`src/rtl/dma_pkg.sv`:
```
// Shared definitions for the mem_copy_dma block: FSM state encoding and default length width.
package dma_pkg;

  localparam int DMA_LEN_W = 16;

  typedef enum logic [2:0] {
    IDLE = 3'd0,
    RD   = 3'd1,
    WR   = 3'd2,
    FIN  = 3'd3,
    ABT  = 3'd4
  } dma_state_e;

endpackage

```
`src/rtl/mem_copy_dma.sv`:
```
// Single-channel word copy engine: alternating read/write of one word at a time.
// Optional DMA_CHECKSUM_EN adds a running modulo-2^32 sum of every word written.
module mem_copy_dma
  import dma_pkg::*;
#(
  parameter int LEN_W = DMA_LEN_W
) (
  input  logic             clock,
  input  logic             reset_n,
  input  logic             start,
  input  logic             abort,
  input  logic [31:0]      src_addr,
  input  logic [31:0]      dst_addr,
  input  logic [LEN_W-1:0] len,
  output logic             busy,
  output logic             done,
  output logic             aborted,
  output logic             mem_read,
  output logic             mem_write,
  output logic [31:0]      mem_addr,
  output logic [31:0]      mem_wdata,
  input  logic [31:0]      mem_rdata
`ifdef DMA_CHECKSUM_EN
  ,
  output logic [31:0]      checksum
`endif
);

  dma_state_e       state, state_nxt;
  logic [31:0]      src_ptr, dst_ptr, data_buf;
  logic [LEN_W-1:0] cnt;
  logic             accept;

  // start is only honoured in IDLE, and wins over a simultaneous abort
  assign accept = (state == IDLE) && start;

  always_ff @(posedge clock or negedge reset_n) begin
    if (!reset_n) state <= IDLE;
    else          state <= state_nxt;
  end

  always_comb begin
    state_nxt = state;
    unique case (state)
      IDLE: if (start) state_nxt = (len == '0) ? FIN : RD;
      RD:   state_nxt = abort ? ABT : WR;
      // the write in this cycle still lands; abort only redirects afterwards
      WR:   state_nxt = abort ? ABT : ((cnt == LEN_W'(1)) ? FIN : RD);
      FIN:  state_nxt = IDLE;
      ABT:  state_nxt = IDLE;
      default: state_nxt = IDLE;
    endcase
  end

  always_comb begin
    busy      = 1'b0;
    done      = 1'b0;
    aborted   = 1'b0;
    mem_read  = 1'b0;
    mem_write = 1'b0;
    mem_addr  = '0;
    mem_wdata = '0;
    unique case (state)
      IDLE: ;
      RD: begin
        busy     = 1'b1;
        mem_read = 1'b1;
        mem_addr = src_ptr;
      end
      WR: begin
        busy      = 1'b1;
        mem_write = 1'b1;
        mem_addr  = dst_ptr;
        mem_wdata = data_buf;
      end
      FIN: begin
        busy = 1'b1;
        done = 1'b1;
      end
      ABT: begin
        busy    = 1'b1;
        aborted = 1'b1;
      end
      default: ;
    endcase
  end

  // Pointers wrap naturally at 2^32; overlapping regions replicate by design.
  always_ff @(posedge clock or negedge reset_n) begin
    if (!reset_n) begin
      src_ptr  <= '0;
      dst_ptr  <= '0;
      cnt      <= '0;
      data_buf <= '0;
    end else begin
      if (accept && (len != '0)) begin
        src_ptr <= src_addr;
        dst_ptr <= dst_addr;
        cnt     <= len;
      end
      if (state == RD) begin
        data_buf <= mem_rdata;
        src_ptr  <= src_ptr + 32'd1;
      end
      if (state == WR) begin
        dst_ptr <= dst_ptr + 32'd1;
        cnt     <= cnt - LEN_W'(1);
      end
    end
  end

`ifdef DMA_CHECKSUM_EN
  always_ff @(posedge clock or negedge reset_n) begin
    if (!reset_n)            checksum <= '0;
    else if (accept)         checksum <= '0;
    else if (state == WR)    checksum <= checksum + data_buf;
  end
`endif

endmodule

```
`config.mk`:
```
export PLATFORM = sky130hd
export DESIGN_NAME = mem_copy_dma
export DESIGN_NICKNAME = d
export VERILOG_FILES = /design/src/rtl/dma_pkg.sv /design/src/rtl/mem_copy_dma.sv
export SDC_FILE = /design/constraint.sdc
export NUM_CORES = 1
export LEC_CHECK = 0
export CELL_PAD_IN_SITES_DETAIL_PLACEMENT = 0
export CELL_PAD_IN_SITES_GLOBAL_PLACEMENT = 1
export CORE_MARGIN = 2
export CORE_UTILIZATION = 38
export CTS_CLUSTER_SIZE = 24
export DETAILED_ROUTE_END_ITERATION = 16
export HOLD_SLACK_MARGIN = 0.15
export PLACE_DENSITY = 0.82
export SLEW_MARGIN = 10
export SYNTH_ARGS = -nofsm -noshare
export SYNTH_HDL_FRONTEND = slang
export SYNTH_SLANG_ARGS = --single-unit
```
`constraint.sdc`:
```
create_clock -name clock -period 5.1 [get_ports clock]
set_input_delay 0.765 -clock clock [delete_from_list [all_inputs] [get_ports clock]]
set_output_delay 0.765 -clock clock [all_outputs]
set_load 0.03 [all_outputs]
```
==> flow_metrics.env, run 1 <==
export IMPL_outcome="complete, no violations"
export IMPL_finClkSkew_ns=0.009407
export IMPL_drt_iter0_markers=432
export IMPL_antenna_found_initial=0
export IMPL_yosys_area_top_type="dfrtp_1"
export IMPL_cts_repair_resized=0
export IMPL_clk_latency_ns=0.42
export IMPL_drv_max_cap_violation_count=0
export IMPL_slew_viol_final=0
export IMPL_rows=47
export IMPL_ys_types=58
export IMPL_timing_final_crit_period_ns=4.293
export IMPL_clkPwrFrac=0.255
export IMPL_clk_pin_slew_ns=0.06
export IMPL_root_buffer="clkbuf_16"
export IMPL_synth_top_area_frac=0.4400
export IMPL_cts_hold_buf=0
export IMPL_relSlewSlack=0.3076
export IMPL_r2r_slack_ns=1.86
export IMPL_io_pins=185
export IMPL_pre_cts_slack_ns=1.250
export IMPL_synth_area_leaders="dfrtp_1 44%, nand2_1 9.2%, nor2_1 3.7%"
export IMPL_syn_to_final_growth_pct=39.43
export IMPL_cts_tree="built"
export IMPL_wl_mm=21.21
export IMPL_finalSetupTns_ns=0
export IMPL_core_area_um2=16700
export IMPL_cts_made_buffers=17
export IMPL_hpwlAfterDp_mm=15.23
export IMPL_wl_per_cell_um=18.05
export IMPL_fin_crit_sh=0.8417
export IMPL_viasPerCell=5.557
export IMPL_drive_gt1_frac=0.06702
export IMPL_avgSynthCellArea_um2=8.406
export IMPL_track_usage=0.2394
export IMPL_die_w_um=135.2
export IMPL_ys_seq_elements=115
export IMPL_worstSetupStartpoint="state[0]"
export IMPL_ir_drop_v=0.0003025
export IMPL_rsz0062_at_grt="no"
export IMPL_p_int_mw=2.726
export IMPL_yosysMostFrequentCell="nand2_1"
export IMPL_required_ns=4.34
export IMPL_seqCellArea_um2=2878
export IMPL_worst_setup_path_type="flop to primary output"
export IMPL_clock_path_buffers=2
export IMPL_drt_pass1_iter_count=5
export IMPL_grt_max_degree=95
export IMPL_synth_common_cells="161 x nand2_1, 115 x dfrtp_1, 65 x nor2_1, 43 x a21oi_1, 36 x and2_1"
export IMPL_finalHoldViolCount=0
export IMPL_async_reset_ff_frac=1.000
export IMPL_post_cts_buffers=0
export IMPL_r2r_end="cnt[14]"
export IMPL_finalNetCount=1062
export IMPL_num_vias=6529
export IMPL_place_congestion=0.8536
export IMPL_clock_sinks=115
export IMPL_finalWorstSetupSlack_ns=0.8075
export IMPL_initial_core_util=0.3916
export IMPL_synthesis_area_um2=6540
export IMPL_synth_edff_count=0
export IMPL_die_height_um=135.2
export IMPL_netSwitchingPower_mw=1.818
export IMPL_synthCells=778
export IMPL_worst_r2r_cell_count=7
export IMPL_cts_htree_levels=4
export IMPL_diodes=0
export IMPL_drc_errors=0
export IMPL_ys_seq_area_frac=0.4400
export IMPL_seqPwrFrac=0.386
export IMPL_ys_warn_count=0
export IMPL_worstPathArrival_ns=3.53
export IMPL_overflow=0
export IMPL_leakage_nw=3.663
export IMPL_worstReg2RegStart="state[0]"
export IMPL_worst_pin_slew_ns=1.037
export IMPL_startpoint_type="flop"
export IMPL_hold_class="primary input to asynchronous set/reset pin"
export IMPL_p_comb_frac=0.360
export IMPL_critPathCaptureType="primary output"
export IMPL_max_freq_mhz=233.0
export IMPL_cp_max_fo=56
export IMPL_antenna_left=0
export IMPL_grt_pass1_wl_mm=34.02
export IMPL_synth_ff_type="dfrtp_1"
export IMPL_swShare=0.4001
export IMPL_setup_viol=0
export IMPL_syn_nets=898
export IMPL_p_per_area_nw_per_um2=498.3
export IMPL_die_area_um2=18280
export IMPL_grt_pass1_vias=6287
export IMPL_fill_cells=1601
export IMPL_port_buffer_count=184
export IMPL_multi_input_area_um2=3431
-- worst max-delay path: stages (launching register included) --
cell and delay (ns):
dfrtp_1 0.47, or3b_1 0.40, buf_4 0.21, inv_2 0.77
buf_4 0.40, and2_1 0.17, clkdlybuf4s50_1 0.68
-- flip-flops by register name, summed over array words and instances (netlist names) --
signal / count
dst_ptr: 32
src_ptr: 32
state: 3
cnt: 16
data_buf: 32
-- power groups by stage --
stage / combinational (mW) / sequential [mW] / clock [mW]
6_report: 1.63 / 1.75 / 1.16
5_1_grt: 1.81 / 1.82 / 1.22
4_1_cts: 1.64 / 1.75 / 1.18
3_5_place_dp: 1.63 / 1.76 / 0
3_3_place_gp: 1.61 / 1.76 / 0
2_1_floorplan: 1.14 / 1.59 / 0
-- placed cells by master (no fill, tap or decap), types with 11 or more instances in the layout --
master / count
buf_4: 11
nand4_1: 20
a22o_1: 21
inv_1: 11
a311oi_1: 16
o22ai_1: 14
nand2_1: 160
and2_1: 36
o21ai_0: 31
nor2_1: 64
a211oi_1: 16
and3_1: 15
nor3_1: 25
dfrtp_1: 115
clkbuf_16: 17
clkdlybuf4s50_1: 183
a21oi_1: 43
nand3_1: 33
-- routing by layer --
layer	track usage	part of all wire	routed length (µm)	vias up
met5	0	0	0	-
met4	0.06655	0.012	245	0
met3	0.05051	0.058	1236	16
met2	0.3754	0.47	10070	221
met1	0.3371	0.46	9658	3120
li1	-	-	-	3172
-- area by class of cell --
class,instances,area share
clock inverters,10,0.01180
multi-input cells,601,0.3762
flip-flops and latches,115,0.3156
clock buffers,22,0.05091
repair buffers,194,0.2099
inverters,13,0.005351
well taps,220,0.03019
-- through the flow --
| stage | util | cells | area, µm² | hold WS [ns] | power (mW) |
|---|---|---|---|---|---|
| 2_1_floorplan | - | 778 | 6540 | 0.4374 | 2.729 |
| 3_3_place_gp | 0.5118 | 1143 | 8547 | 0.4490 | 3.371 |
| 3_5_place_dp | 0.5118 | 1143 | 8547 | 0.4583 | 3.391 |
| 4_1_cts | 0.5460 | 1175 | 9119 | 0.3095 | 4.569 |
| 5_1_grt | 0.5460 | 1175 | 9119 | 0.3301 | 4.853 |
| 6_report | 0.5460 | 1175 | 9119 | 0.3072 | 4.544 |
-- worst max path at each step --
stage	to	slack [ns]	depth (start not counted)
floorplan	mem_addr[30]	2.05	8
global placement	mem_addr[13]	1.34	6
detailed placement	mem_wdata[1]	1.25	6
CTS	mem_wdata[1]	0.80	6
global route	mem_wdata[30]	0.61	6
finish	mem_wdata[1]	0.81	6
-- kinds of logic after synthesis --
group | after synthesis | synth area share
simple gates | 399 | 0.3029
fa+ha+maj | 4 | 0.007653
mux | 6 | 0.009183
compound gates | 187 | 0.1959
buf+inv | 62 | 0.03769
xor+xnor | 5 | 0.006696
flops | 115 | 0.4400
Power figures use the tool's default switching activity.
==> run 2, diff against run 1 <==
- CORE_UTILIZATION: 38 -> 35
- PLACE_DENSITY: 0.82 -> 0.76
- clock period: 5.1 -> 4.4 ns (I/O delays scaled with it)
==> run 2 against run 1 <==
Effect of this change: combinational power increased by 17%; total power is 18% higher; via count rose by 0.20%; critical path depth fell by 1.
==> flow_metrics.env, run 2 (same netlist as run 1, synthesis figures left out) <==
export IMPL_core_area_um2=18150
export IMPL_antenna_left=0
export IMPL_finalNetCount=1064
export IMPL_die_area_um2=19800
export IMPL_top_regs="data_buf: 32 flops, dst_ptr: 32 flops, src_ptr: 32 flops"
export IMPL_ir_drop_v=0.0003252
export IMPL_worstReg2RegStart="state[0]"
export IMPL_hpwlAfterDp_mm=15.43
export IMPL_fin_cells=1186
export IMPL_crit_cells=5
export IMPL_wl_mm=21.77
export IMPL_worst_pin_slew_ns=1.044
export IMPL_slew_viol_final=0
export IMPL_drc_errors=0
export IMPL_root_buffer="clkbuf_16"
export IMPL_syn_to_final_growth_pct=40.56
export IMPL_layout_commonest_cell="clkdlybuf4s50_1"
export IMPL_hold_class="primary input to asynchronous set/reset pin"
export IMPL_antenna_found_initial=1
export IMPL_grt_pass1_wl_mm=34.76
export IMPL_cpLargestDelayFamily="buffers and inverters"
export IMPL_wl_per_cell_um=18.36
export IMPL_die_height_um=140.7
export IMPL_diodes=0
export IMPL_clkPwrFrac=0.266
export IMPL_timing_final_crit_period_ns=3.607
export IMPL_initial_core_util=0.3604
export IMPL_num_vias=6542
export IMPL_rsz0062_at_grt="no"
export IMPL_cts_hold_buf=0
export IMPL_critPathSlowestCell="clkdlybuf4s50_1"
export IMPL_required_ns=3.74
export IMPL_p_int_mw=3.237
export IMPL_dp_cells=1154
export IMPL_r2r_end="cnt[14]"
export IMPL_final_cell_mix="183 x clkdlybuf4s50_1, 159 x nand2_1, 115 x dfrtp_1, 64 x nor2_1, 43 x a21oi_1"
export IMPL_cp_buffers_inverters=3
export IMPL_worst_r2r_cell_count=6
export IMPL_grt_pass1_vias=6295
export IMPL_drive_gt1_frac=0.07106
export IMPL_final_util=0.5066
export IMPL_setup_viol=0
export IMPL_overflow=0
export IMPL_drt_iter0_markers=429
export IMPL_drv_max_cap_violation_count=0
export IMPL_startpoint_type="flop"
export IMPL_track_usage=0.2225
export IMPL_cp_max_fo=24
export IMPL_grt_max_degree=95
export IMPL_path_cells="or3b_1 > inv_2 > buf_4 > a22o_1 > clkdlybuf4s50_1"
export IMPL_finClkSkew_ns=0.01019
export IMPL_seqPwrFrac=0.377
export IMPL_clk_pin_slew_ns=0.05
export IMPL_cts_tree="built"
export IMPL_cts_htree_levels=4
export IMPL_post_cts_buffers=0
export IMPL_leakage_nw=3.697
export IMPL_clock_path_buffers=2
export IMPL_critPathCaptureType="primary output"
export IMPL_seqCellArea_um2=2878
export IMPL_worstPathArrival_ns=2.95
export IMPL_p_per_area_nw_per_um2=581.3
export IMPL_cts_made_buffers=17
export IMPL_max_freq_mhz=277.2
export IMPL_rows=49
export IMPL_fill_cells=1761
export IMPL_swShare=0.3943
export IMPL_netSwitchingPower_mw=2.107
export IMPL_multi_input_area_um2=3433
export IMPL_clock_sinks=115
export IMPL_p_comb_frac=0.357
export IMPL_r2r_slack_ns=1.89
export IMPL_viasPerCell=5.516
export IMPL_fin_crit_sh=0.8198
export IMPL_die_w_um=140.7
export IMPL_finalSetupTns_ns=0
export IMPL_finalHoldViolCount=0
export IMPL_worstSetupStartpoint="state[0]"
export IMPL_cts_repair_resized=0
export IMPL_critPathCapture="mem_addr[8]"
export IMPL_drt_pass1_iter_count=5
export IMPL_place_congestion=0.8117
export IMPL_relSlewSlack=0.3041
export IMPL_io_pins=185
export IMPL_worst_setup_path_type="flop to primary output"
export IMPL_cpPeakStageDelay_ns=0.69
export IMPL_port_buffer_count=184
export IMPL_clk_latency_ns=0.42
export IMPL_outcome="complete, no violations"
run 2: power groups by stage:
stage	Combinational, mW	Clock, mW	Sequential, mW
floorplan	1.33	0	1.84
global placement	1.89	0	2.02
detailed placement	1.91	0	2.02
CTS	1.92	1.45	2.01
global route	2.13	1.49	2.09
finish	1.91	1.42	2.01
run 2: worst min-delay path by stage:
stage	to	start
2_1_floorplan	cnt[0]	reset_n
6_report	cnt[5]	reset_n
4_1_cts	cnt[5]	reset_n
5_1_grt	cnt[5]	reset_n
3_5_place_dp	data_buf[16]	data_buf[16]
3_3_place_gp	data_buf[18]	data_buf[18]
run 2: metrics by stage:
| step | hold WS (ns) | instance area, µm² | power, mW | setup WS, ns |
|---|---|---|---|---|
| global route | 0.4826 | 9193 | 5.710 | 0.6471 |
| global placement | 0.4493 | 8588 | 3.912 | 1.221 |
| CTS | 0.4487 | 9193 | 5.376 | 0.7724 |
| detailed placement | 0.4539 | 8588 | 3.936 | 1.181 |
| floorplan | 0.3644 | 6540 | 3.163 | 1.454 |
| finish | 0.3895 | 9193 | 5.344 | 0.7928 |
run 2: cell type report:
class                   count  share of cell area
well taps                 229             0.03117
repair buffers            196              0.2112
multi-input cells         601              0.3735
clock inverters            10             0.01416
inverters                  13            0.005308
clock buffers              22             0.05159
flip-flops and latches    115              0.3131
run 2: per-layer routing:
| layer | global-route usage | vias to the layer above | wire length (µm) |
|---|---|---|---|
| met5 | 0 | - | 0 |
| met4 | 0.05737 | 0 | 242 |
| met3 | 0.04654 | 14 | 1336 |
| met2 | 0.3551 | 213 | 10300 |
| met1 | 0.3097 | 3136 | 9892 |
| li1 | - | 3179 | - |
==> variant (config.mk and constraints of run 1) <==
Change the package constant `DMA_LEN_W` from 16 to 32.
--- a/src/rtl/dma_pkg.sv
+++ b/src/rtl/dma_pkg.sv
@@ -1,7 +1,7 @@
 // Shared definitions for the mem_copy_dma block: FSM state encoding and default length width.
 package dma_pkg;
 
-  localparam int DMA_LEN_W = 16;
+  localparam int DMA_LEN_W = 32;
 
   typedef enum logic [2:0] {
     IDLE = 3'd0,
Ports: changed (resized len); port bits go from 185 to 201. No check against the original RTL was run, so the function may have changed too.
==> variant against run 1 <==
- total power rose by 15%
- setup slack improved by 0.053 ns
- register-to-register slack improved by 0.22 ns
- maximum frequency rose by 1.2%
- worst hold slack improved by 0.079 ns
- final cell count rose by 17%
- sequential cell count rose by 16
- routed wire length rose by 26%
- design area rose by 15%
- synthesized area rose by 18%
==> variant: results (changes against run 1) <==
outcome: "completed"
clock_latency_ns: 0.42  # about the same
detail_route.first_pass.iterations: 5  # unchanged
final_net_count: 1233  # +16%
synth-async-reset-ratio_pct: 100  # unchanged
groute.usage.overall_pct: 24.9  # +0.93 points
clk_transition_reported_paths_ns: 0.06  # about the same
tightestPinTransition_ns: 1.10  # +0.0604 ns
timing.hold.worst.class: "in2async"
initial_antenna_violation_count: 1  # +1
number_of_global_route_vias_before_repair: 7765  # +24%
htree_num_levels: 4  # unchanged
synth.yosys.warnings: 0  # unchanged
yosys.cell_types.count: 66  # +14%
cts_repair_resize_count: 0  # unchanged
cts_inserted_buffers: 17  # unchanged
post_synth_main_area_contributors: "dfrtp_1, nand2_1, nor2_1, nor3_1, and2_1"
cpLargestDelayFamily: "buffers and inverters"
grt_start_max_net_pins: 92  # -3.2%
post_synth_most_frequent_cells: "nand2_1, dfrtp_1, nor2_1, nor3_1, and2_1"
fillers: 1993  # +24%
cts_root_buf: "clkbuf_16"
synth_top_flop_cell: "dfrtp_1"
drt_iter0_markers: 643  # +49%
detailedPlacementHpwl_um: 18500  # +22%
path_max_fanout: 35  # -38%
bufs_on_longest_clock_path: 2  # unchanged
cpMaxStageDelayCell: "clkdlybuf4s50_1"
power.static_leakage_nw: 4.12  # +12%
drive_above_1_share_pct: 6.40  # -0.30 points
cp_data_arrival_time_ns: 3.47  # -0.06 ns
gp_congestion: 0.853  # -0.13%
finalWirelength_um: 26700  # +26%
number_of_vias_per_cell_after_detailed_routing: 5.66  # +1.8%
placement.cell_area_um2: 9900  # +16%
postCtsSetupRepairBufs: 0  # unchanged
grt_first_pass_wirelength_um: 42400  # +25%
number_of_buffer_cells_added_on_primary_ports: 200  # +8.7%
synth-seq-area-share_pct: 42.6  # -1.4 points
finalClockSkew_ns: 0.00872  # -0.000691 ns
antenna_cells: 0  # unchanged
timing_max_transition_violations_final: 0  # unchanged
vdd.ir_drop.worst_uv: 379  # +25%
critPathMaxStageDelay_ns: 0.68  # -0.09 ns
placement.setup.worst_slack_ns: 1.31  # +0.0562 ns
mappedNetlistNets: 1061  # +18%
==> variant: layout make-up <==
type                       count  area [µm²]  area share [%]
tap                          270         338            3.22
clock buffer                  19         453            4.32
timing repair buffer         210        2090            19.9
sequential                   131        3280            31.2
inverter                      21        78.8           0.751
multi-input combinational    716        4120            39.3
clock inverter                12         134            1.28
==> variant: final timing paths <==
check	from	end	slack, ns	depth (start not counted)
max	state[1]	mem_addr[3]	0.86	7
min	reset_n	cnt[6]	0.39	1
max reg2reg	state[1]	src_ptr[31]	2.08	5
min reg2reg	data_buf[23]	data_buf[23]	0.46	2
max in group asynchronous	reset_n	data_buf[9]	3.52	2
min in group clock	data_buf[23]	data_buf[23]	0.46	2
==> variant: report_power, final <==
part,total (mW),internal (mW),switching [mW]
clock,1.23,0.743,0.484
combinational,1.87,0.788,1.09
sequential,2.11,1.51,0.601
total,5.21,3.04,2.17
==> variant: logic make-up (layout without fill, tap and decap cells) <==
logic type	count (synthesis)	in the layout	synth area share, %
AO/OA/AOI/OAI	199	199	18.9
XOR/XNOR	5	5	0.569
adder cells (fa/ha/maj)	4	4	0.651
buffers and inverters	78	262	3.97
flip-flops	131	131	42.6
multiplexers	12	12	1.61
AND/OR/NAND/NOR	496	496	31.7
==> variant: routing by layer <==
layer / GRT usage, % / up-vias / share of wire, %
li1: - / 3766 / -
met1: 33.1 / 3738 / 44
met2: 41.1 / 262 / 48
met3: 6.00 / 33 / 6.3
met4: 6.17 / 2 / 1.8
met5: 0 / - / 0.049
==> variant: per-stage QoR <==
| step | instances | utilization (%) |
|---|---|---|
| 6_report | 1379 | 52.4 |
| 5_1_grt | 1379 | 52.4 |
| 4_1_cts | 1379 | 52.4 |
| 3_5_place_dp | 1348 | 49.4 |
| 3_3_place_gp | 1348 | 49.4 |
| 2_1_floorplan | 925 | - |
